--- src/rtl/cpu_pkg.sv ---
// Shared control-field bit positions and MEM-stage FSM encoding for the pipeline.
package cpu_pkg;

   localparam int MEM_BRANCH  = 2;
   localparam int MEM_READ    = 1;
   localparam int MEM_WRITE   = 0;

   localparam int WB_REGWRITE = 1;
   localparam int WB_MEMTOREG = 0;

   typedef enum logic {
      IDLE = 1'b0,
      WAIT = 1'b1
   } mem_state_e;

   // Loads write rt (I-type); everything else writes rd (R-type).
   function automatic logic [4:0] dest_reg(input logic [31:0] inst, input logic mem_read);
      return mem_read ? inst[20:16] : inst[15:11];
   endfunction

endpackage

--- src/rtl/mem_wb_reg.sv ---
// MEM/WB pipeline register: holds while the stage stalls, a bubble clears the writeback controls.
module mem_wb_reg
   import cpu_pkg::*;
(
   input  logic        clk_i,
   input  logic        rst_i,
   input  logic        hold_i,
   input  logic        bubble_i,
   input  logic [31:0] inst_i,
   input  logic [1:0]  WB_signal_i,
   input  logic [31:0] ALUResult_i,
   input  logic [31:0] MemData_i,
   input  logic [4:0]  RDaddr_i,
   output logic [31:0] inst_o,
   output logic [1:0]  WB_signal_o,
   output logic [31:0] ALUResult_o,
   output logic [31:0] MemData_o,
   output logic [4:0]  RDaddr_o
);

   logic [31:0] inst_q;
   logic [1:0]  wb_q, wb_d;
   logic [31:0] alu_q;
   logic [31:0] mdata_q;
   logic [4:0]  rd_q;

   always_comb begin
      wb_d = WB_signal_i;
      if (bubble_i) begin
         wb_d[WB_REGWRITE] = 1'b0;
         wb_d[WB_MEMTOREG] = 1'b0;
      end
   end

   always_ff @(posedge clk_i or negedge rst_i) begin
      if (!rst_i) begin
         inst_q  <= '0;
         wb_q    <= '0;
         alu_q   <= '0;
         mdata_q <= '0;
         rd_q    <= '0;
      end else if (!hold_i) begin
         inst_q  <= inst_i;
         wb_q    <= wb_d;
         alu_q   <= ALUResult_i;
         mdata_q <= MemData_i;
         rd_q    <= RDaddr_i;
      end
   end

   assign inst_o      = inst_q;
   assign WB_signal_o = wb_q;
   assign ALUResult_o = alu_q;
   assign MemData_o   = mdata_q;
   assign RDaddr_o    = rd_q;

endmodule

--- src/rtl/mem_stage.sv ---
// Pipeline MEM stage: data-memory access over a req/ack bus with timeout, stall
// generation for the hazard unit, and the MEM/WB register.
module mem_stage
   import cpu_pkg::*;
#(
   parameter int TIMEOUT = 255,
   parameter int CNT_W   = 16
)(
   input  logic        clk_i,
   input  logic        rst_i,
   input  logic [31:0] inst_i,
   input  logic [2:0]  MEM_signal_i,
   input  logic [1:0]  WB_signal_i,
   input  logic [31:0] ALUResult_i,
   input  logic [31:0] RTdata_i,
   output logic        dmem_req_o,
   output logic        dmem_we_o,
   output logic [31:0] dmem_addr_o,
   output logic [31:0] dmem_wdata_o,
   input  logic        dmem_ack_i,
   input  logic [31:0] dmem_rdata_i,
   output logic        stall_o,
   output logic        err_o,
   output logic [31:0] inst_o,
   output logic [1:0]  WB_signal_o,
   output logic [31:0] ALUResult_o,
   output logic [31:0] MemData_o,
   output logic [4:0]  RDaddr_o
);

   localparam logic [CNT_W-1:0] CNT_LAST = CNT_W'(TIMEOUT - 1);

   mem_state_e       state_q, state_d;
   logic [CNT_W-1:0] cnt_q;
   logic             req_q, we_q, err_q, err_d;
   logic [31:0]      addr_q, wdata_q;

   logic        mem_rd, mem_wr, memop, misalign, timeout, issue;
   logic        stall, wb_hold, wb_bubble;
   logic [31:0] mem_data;
   logic        unused_branch;

   assign mem_rd        = MEM_signal_i[MEM_READ];
   assign mem_wr        = MEM_signal_i[MEM_WRITE];
   assign memop         = mem_rd | mem_wr;
   assign misalign      = memop & (ALUResult_i[1:0] != 2'b00);
   assign timeout       = (state_q == WAIT) && !dmem_ack_i && (cnt_q == CNT_LAST);
   assign unused_branch = MEM_signal_i[MEM_BRANCH];

   always_ff @(posedge clk_i or negedge rst_i) begin
      if (!rst_i) state_q <= IDLE;
      else        state_q <= state_d;
   end

   always_comb begin
      state_d = state_q;
      case (state_q)
         IDLE:    if (memop && !misalign)      state_d = WAIT;
         WAIT:    if (dmem_ack_i || timeout)   state_d = IDLE;
         default: state_d = IDLE;
      endcase
   end

   // A timeout cycle still reports stall (no ack) but must load the bubble, so hold != stall there.
   always_comb begin
      stall     = 1'b0;
      wb_hold   = 1'b0;
      wb_bubble = 1'b0;
      mem_data  = '0;
      err_d     = 1'b0;
      issue     = 1'b0;
      case (state_q)
         IDLE: begin
            if (misalign) begin
               wb_bubble = 1'b1;
               err_d     = 1'b1;
            end else if (memop) begin
               stall   = 1'b1;
               wb_hold = 1'b1;
               issue   = 1'b1;
            end
         end
         WAIT: begin
            stall = ~dmem_ack_i;
            if (dmem_ack_i) begin
               mem_data = we_q ? 32'h0 : dmem_rdata_i;
            end else if (timeout) begin
               wb_bubble = 1'b1;
               err_d     = 1'b1;
            end else begin
               wb_hold = 1'b1;
            end
         end
         default: ;
      endcase
   end

   always_ff @(posedge clk_i or negedge rst_i) begin
      if (!rst_i) begin
         req_q   <= 1'b0;
         we_q    <= 1'b0;
         addr_q  <= '0;
         wdata_q <= '0;
         cnt_q   <= '0;
         err_q   <= 1'b0;
      end else begin
         err_q <= err_d;
         if (issue) begin
            req_q   <= 1'b1;
            we_q    <= mem_wr;
            addr_q  <= ALUResult_i;
            wdata_q <= RTdata_i;
            cnt_q   <= '0;
         end else if (state_q == WAIT) begin
            if (dmem_ack_i || timeout) req_q <= 1'b0;
            else                       cnt_q <= cnt_q + CNT_W'(1);
         end
      end
   end

   assign dmem_req_o   = req_q;
   assign dmem_we_o    = we_q;
   assign dmem_addr_o  = addr_q;
   assign dmem_wdata_o = wdata_q;
   assign err_o        = err_q;
   // Held-stable inputs may still decode as a memop during reset; stall must read 0 there.
   assign stall_o      = stall & rst_i;

   mem_wb_reg u_mem_wb (
      .clk_i       (clk_i),
      .rst_i       (rst_i),
      .hold_i      (wb_hold),
      .bubble_i    (wb_bubble),
      .inst_i      (inst_i),
      .WB_signal_i (WB_signal_i),
      .ALUResult_i (ALUResult_i),
      .MemData_i   (mem_data),
      .RDaddr_i    (dest_reg(inst_i, mem_rd)),
      .inst_o      (inst_o),
      .WB_signal_o (WB_signal_o),
      .ALUResult_o (ALUResult_o),
      .MemData_o   (MemData_o),
      .RDaddr_o    (RDaddr_o)
   );

endmodule

--- config.mk ---
export PLATFORM = sky130hd
export DESIGN_NAME = mem_stage
export DESIGN_NICKNAME = d
export VERILOG_FILES = /design/src/rtl/cpu_pkg.sv /design/src/rtl/mem_wb_reg.sv /design/src/rtl/mem_stage.sv
export SDC_FILE = /design/constraint.sdc
export NUM_CORES = 1
export LEC_CHECK = 0
export ABC_AREA = 1
export CORE_MARGIN = 3
export CORE_UTILIZATION = 40
export CTS_CLUSTER_DIAMETER = 120
export CTS_CLUSTER_SIZE = 20
export DETAILED_ROUTE_END_ITERATION = 8
export DONT_BUFFER_PORTS = 1
export PLACE_DENSITY_LB_ADDON = 0.05
export SETUP_SLACK_MARGIN = 0.15
export SLEW_MARGIN = 10
export SYNTH_ARGS = -nofsm -noshare
export SYNTH_HDL_FRONTEND = slang
export SYNTH_HIERARCHICAL = 1
export SYNTH_SLANG_ARGS = --single-unit
--- constraint.sdc ---
create_clock -name clk_i -period 5.2 [get_ports clk_i]
set_input_delay 0.52 -clock clk_i [delete_from_list [all_inputs] [get_ports clk_i]]
set_output_delay 0.52 -clock clk_i [all_outputs]
set_load 0.02 [all_outputs]
==> flow_metrics.tcl <==
set metrics [dict create \
    crit_arrival_ps 2240 \
    pwr_density_cell_nw_per_um2 418.7 \
    worstMarginPinSlew_ps 979.6 \
    grt_max_degree 188 \
    outcome "complete, no violations" \
    grt_setup_unrepaired "false" \
    drv_cap 0 \
    clockPowerShare_pct 32.6 \
    internal-power_mw 2.541 \
    syn_nets 985 \
    antenna_found_initial 0 \
    cp_slowest_cell "a21boi_0" \
    slew_headroom_pct 34.69 \
    comb_power_share_pct 12.1 \
    wl_per_cell_um 18.20 \
    max_freq_mhz 362.5 \
    hold_viol_final 0 \
    holdWs_ps 83.37 \
    dpl.hpwl_um 14300 \
    die_h_um 151.7 \
    crit_path_end_kind "primary output" \
    cts_buffers 17 \
    power.leakage_nw 4.571 \
    die_x_um 151.7 \
    synth_mux_area_share_pct 10.87 \
    seq_power_share_pct 55.2 \
    synthArstFlopShare_pct 100.0 \
    start_util_pct 41.32 \
    synth_edf_count 0 \
    synth_area_um2 8494 \
    finClkSkew_ps 8.542 \
    routed_via_density 4.842 \
    h-tree-depth 4 \
    yosys_most_used_dff "dfrtp_1" \
    synthesis.instances 847 \
    synth_xor_area_share_pct 0.2062 \
    path_cells "inv_1 > nand3_4 > a21boi_0" \
    drv_slew 0 \
    crit_end "stall_o" \
    critPathRequiredTime_ps 4680 \
    tritoncts "done" \
    drc 0 \
    ys_ff_latch 187 \
    worstSetupStartpoint "state_q$_DFF_PN0_" \
    tns_ps 0 \
    root_buffer "clkbuf_16" \
    antennaDiodeCount 0 \
    routabilityCongestion 0.7961 \
    period_needed_ps 2758 \
    cp_max_fo 36 \
    reg2reg_slack_ps 2540 \
    synth_compound_area_share_pct 9.545 \
    r2r_cells 7 \
    worstReg2RegStart "state_q$_DFF_PN0_" \
    grt_pass1_wl_um 30250 \
    vias 5409 \
    insertion_delay_ps 430 \
    nets 972 \
    startpoint_type "flip-flop" \
    postRouteAntennaNets 0 \
    synth-seq-area-share_pct 55.09 \
    die-area_um2 23020 \
    synth_top_cells_by_area "dfrtp_1 (55%), mux2_4 (11%), nand2_1 (8.0%)" \
    synth_top_family_by_area "simple AND/OR/NAND/NOR gates" \
    fin_crit_sh_pct 53.05 \
    layout-drive-gt1-share_pct 18.54 \
    synth-adder-area-share_pct 0.2946 \
    areaGrowthSynthToFinish_pct 7.733 \
    portBuffers 0 \
    yosys.area.top_type "dfrtp_1" \
    r2r-end "u_mem_wb/MemData_o[26]$_DFFE_PN0N_" \
    switching_power_mw 1.290 \
    placementRows 52 \
    drt_iter0_drc 203 \
    wl_um 20330 \
    post-synth-top-area-fraction_pct 55.09 \
    clock_path_buffers 2 \
    p_sw_share_pct 33.67 \
    setup_viol 0 \
    grt_overflow_total 0 \
    core_um2 20560 \
    synthDistinctLibCells 28 \
    grt_util_all_layers_pct 17.12 \
    cts_sinks 187 \
    hold_class "primary input to async pin" \
    peakVddDrop_mv 0.1701 \
    cts.clk_slew.worst_paths_ps 70 \
    synth_warnings 6 \
    critPathKind "flip-flop to primary output" \
    grt_pass1_vias 5401 \
    ios 307 \
    synthSimpleGateAreaFrac_pct 12.99 \
    syn_area_per_cell_um2 10.03 \
    cp_slowest_stage_delay_ps 780 \
    dr.pass1.iters 4 \
]
## worst min-delay path by stage
stage,end,slack (ps),cells after the start
5_1_grt,u_mem_wb/ALUResult_o[16]$_DFFE_PN0N_,180,2
3_3_place_gp,u_mem_wb/ALUResult_o[29]$_DFFE_PN0N_,230,0
3_5_place_dp,u_mem_wb/ALUResult_o[29]$_DFFE_PN0N_,230,0
2_1_floorplan,cnt_q[0]$_DFFE_PN0P_,220,0
6_report,dmem_wdata_o[19]$_DFFE_PN0P_,80,1
4_1_cts,u_mem_wb/ALUResult_o[3]$_DFFE_PN0N_,180,2
## flip-flops by register name (all words and copies together) (netlist names)
register,flops
dmem_addr_o,32
dmem_wdata_o,32
u_mem_wb/ALUResult_o,32
u_mem_wb/MemData_o,32
u_mem_wb/inst_o,32
cnt_q,16
u_mem_wb/RDaddr_o,5
u_mem_wb/WB_signal_o,2
dmem_req_o,1
dmem_we_o,1
err_o,1
state_q,1
## power by group through the flow
stage	sequential, mW	combinational (mW)	clock [mW]
final	2.12	0.465	1.25
after global routing	2.14	0.521	1.36
after CTS	2.12	0.474	1.30
after detailed placement	2.15	0.439	0
after global placement	2.15	0.424	0
after floorplan	2.07	0.413	0
## per-layer routing
layer  vias up  share of wire, %  GRT usage (%)
li1       2609                 -              -
met1      2579                40          20.15
met2       199                49          28.56
met3        22                10          7.139
met4         0               1.4          5.346
met5         -                 0              0
## area by class of cell
| type | instances | area, um2 |
|---|---|---|
| inverter | 158 | 598.1 |
| timing repair buffer | 6 | 85.08 |
| fill | 1987 | 11410 |
| tap | 270 | 337.8 |
| multi-input combinational | 464 | 2888 |
| clock inverter | 14 | 133.9 |
| clock buffer | 18 | 429.2 |
| sequential | 187 | 4679 |
## cells in the mapped netlist, types with 4 or more instances
| cell type | count |
|---|---|
| dfrtp_1 | 187 |
| nand3_1 | 27 |
| o21ai_1 | 9 |
| nor2_1 | 55 |
| mux2_4 | 60 |
| buf_4 | 5 |
| inv_1 | 157 |
| nand2_1 | 181 |
| o21ai_2 | 50 |
| nand4_1 | 4 |
| o21ai_0 | 61 |
| clkbuf_1 | 7 |
| buf_6 | 22 |
## through the flow
stage               cells  instance area [um2]  util, %  power, mW  setup slack (ps)
CTS                  1116                 9136    44.44      3.893              2381
global placement     1083                 8546    41.57      2.570              2198
floorplan             847                 8494        -      2.482              3113
detailed placement   1083                 8546    41.57      2.588              2061
finish               1117                 9151    44.51      3.831              2442
global route         1117                 9151    44.51      4.028              2194
## cells by family after synthesis
kind of cell	count (synthesis)
simple gates	275
buf+inv	196
flops	187
compound gates	123
mux	62
xor+xnor	2
fa+ha+maj	2
## critical path: cells and delay by family, from the launching register on
kind            cells  cell delay [ps]
compound gates      1              780
flops               1              410
simple gates        1              480
buf+inv             1              140
## repair_timing
action                    CTS  global route
buffers inserted            0             0
hold endpoints to repair  187             0
resized for setup           0             0
hold buffers                1             0
## cell usage in the layout (no fill, tap or decap), types with 3 or more instances in the layout
master,n
buf_4,3
clkinv_4,4
o21ai_1,9
mux2_4,60
nand4_1,4
inv_6,3
inv_8,4
o21ai_0,61
or2_2,3
nor2_1,55
clkbuf_16,17
o21ai_2,50
inv_1,156
nand3_1,27
dfrtp_1,187
nand2_1,181
Power figures use the tool's default switching activity.
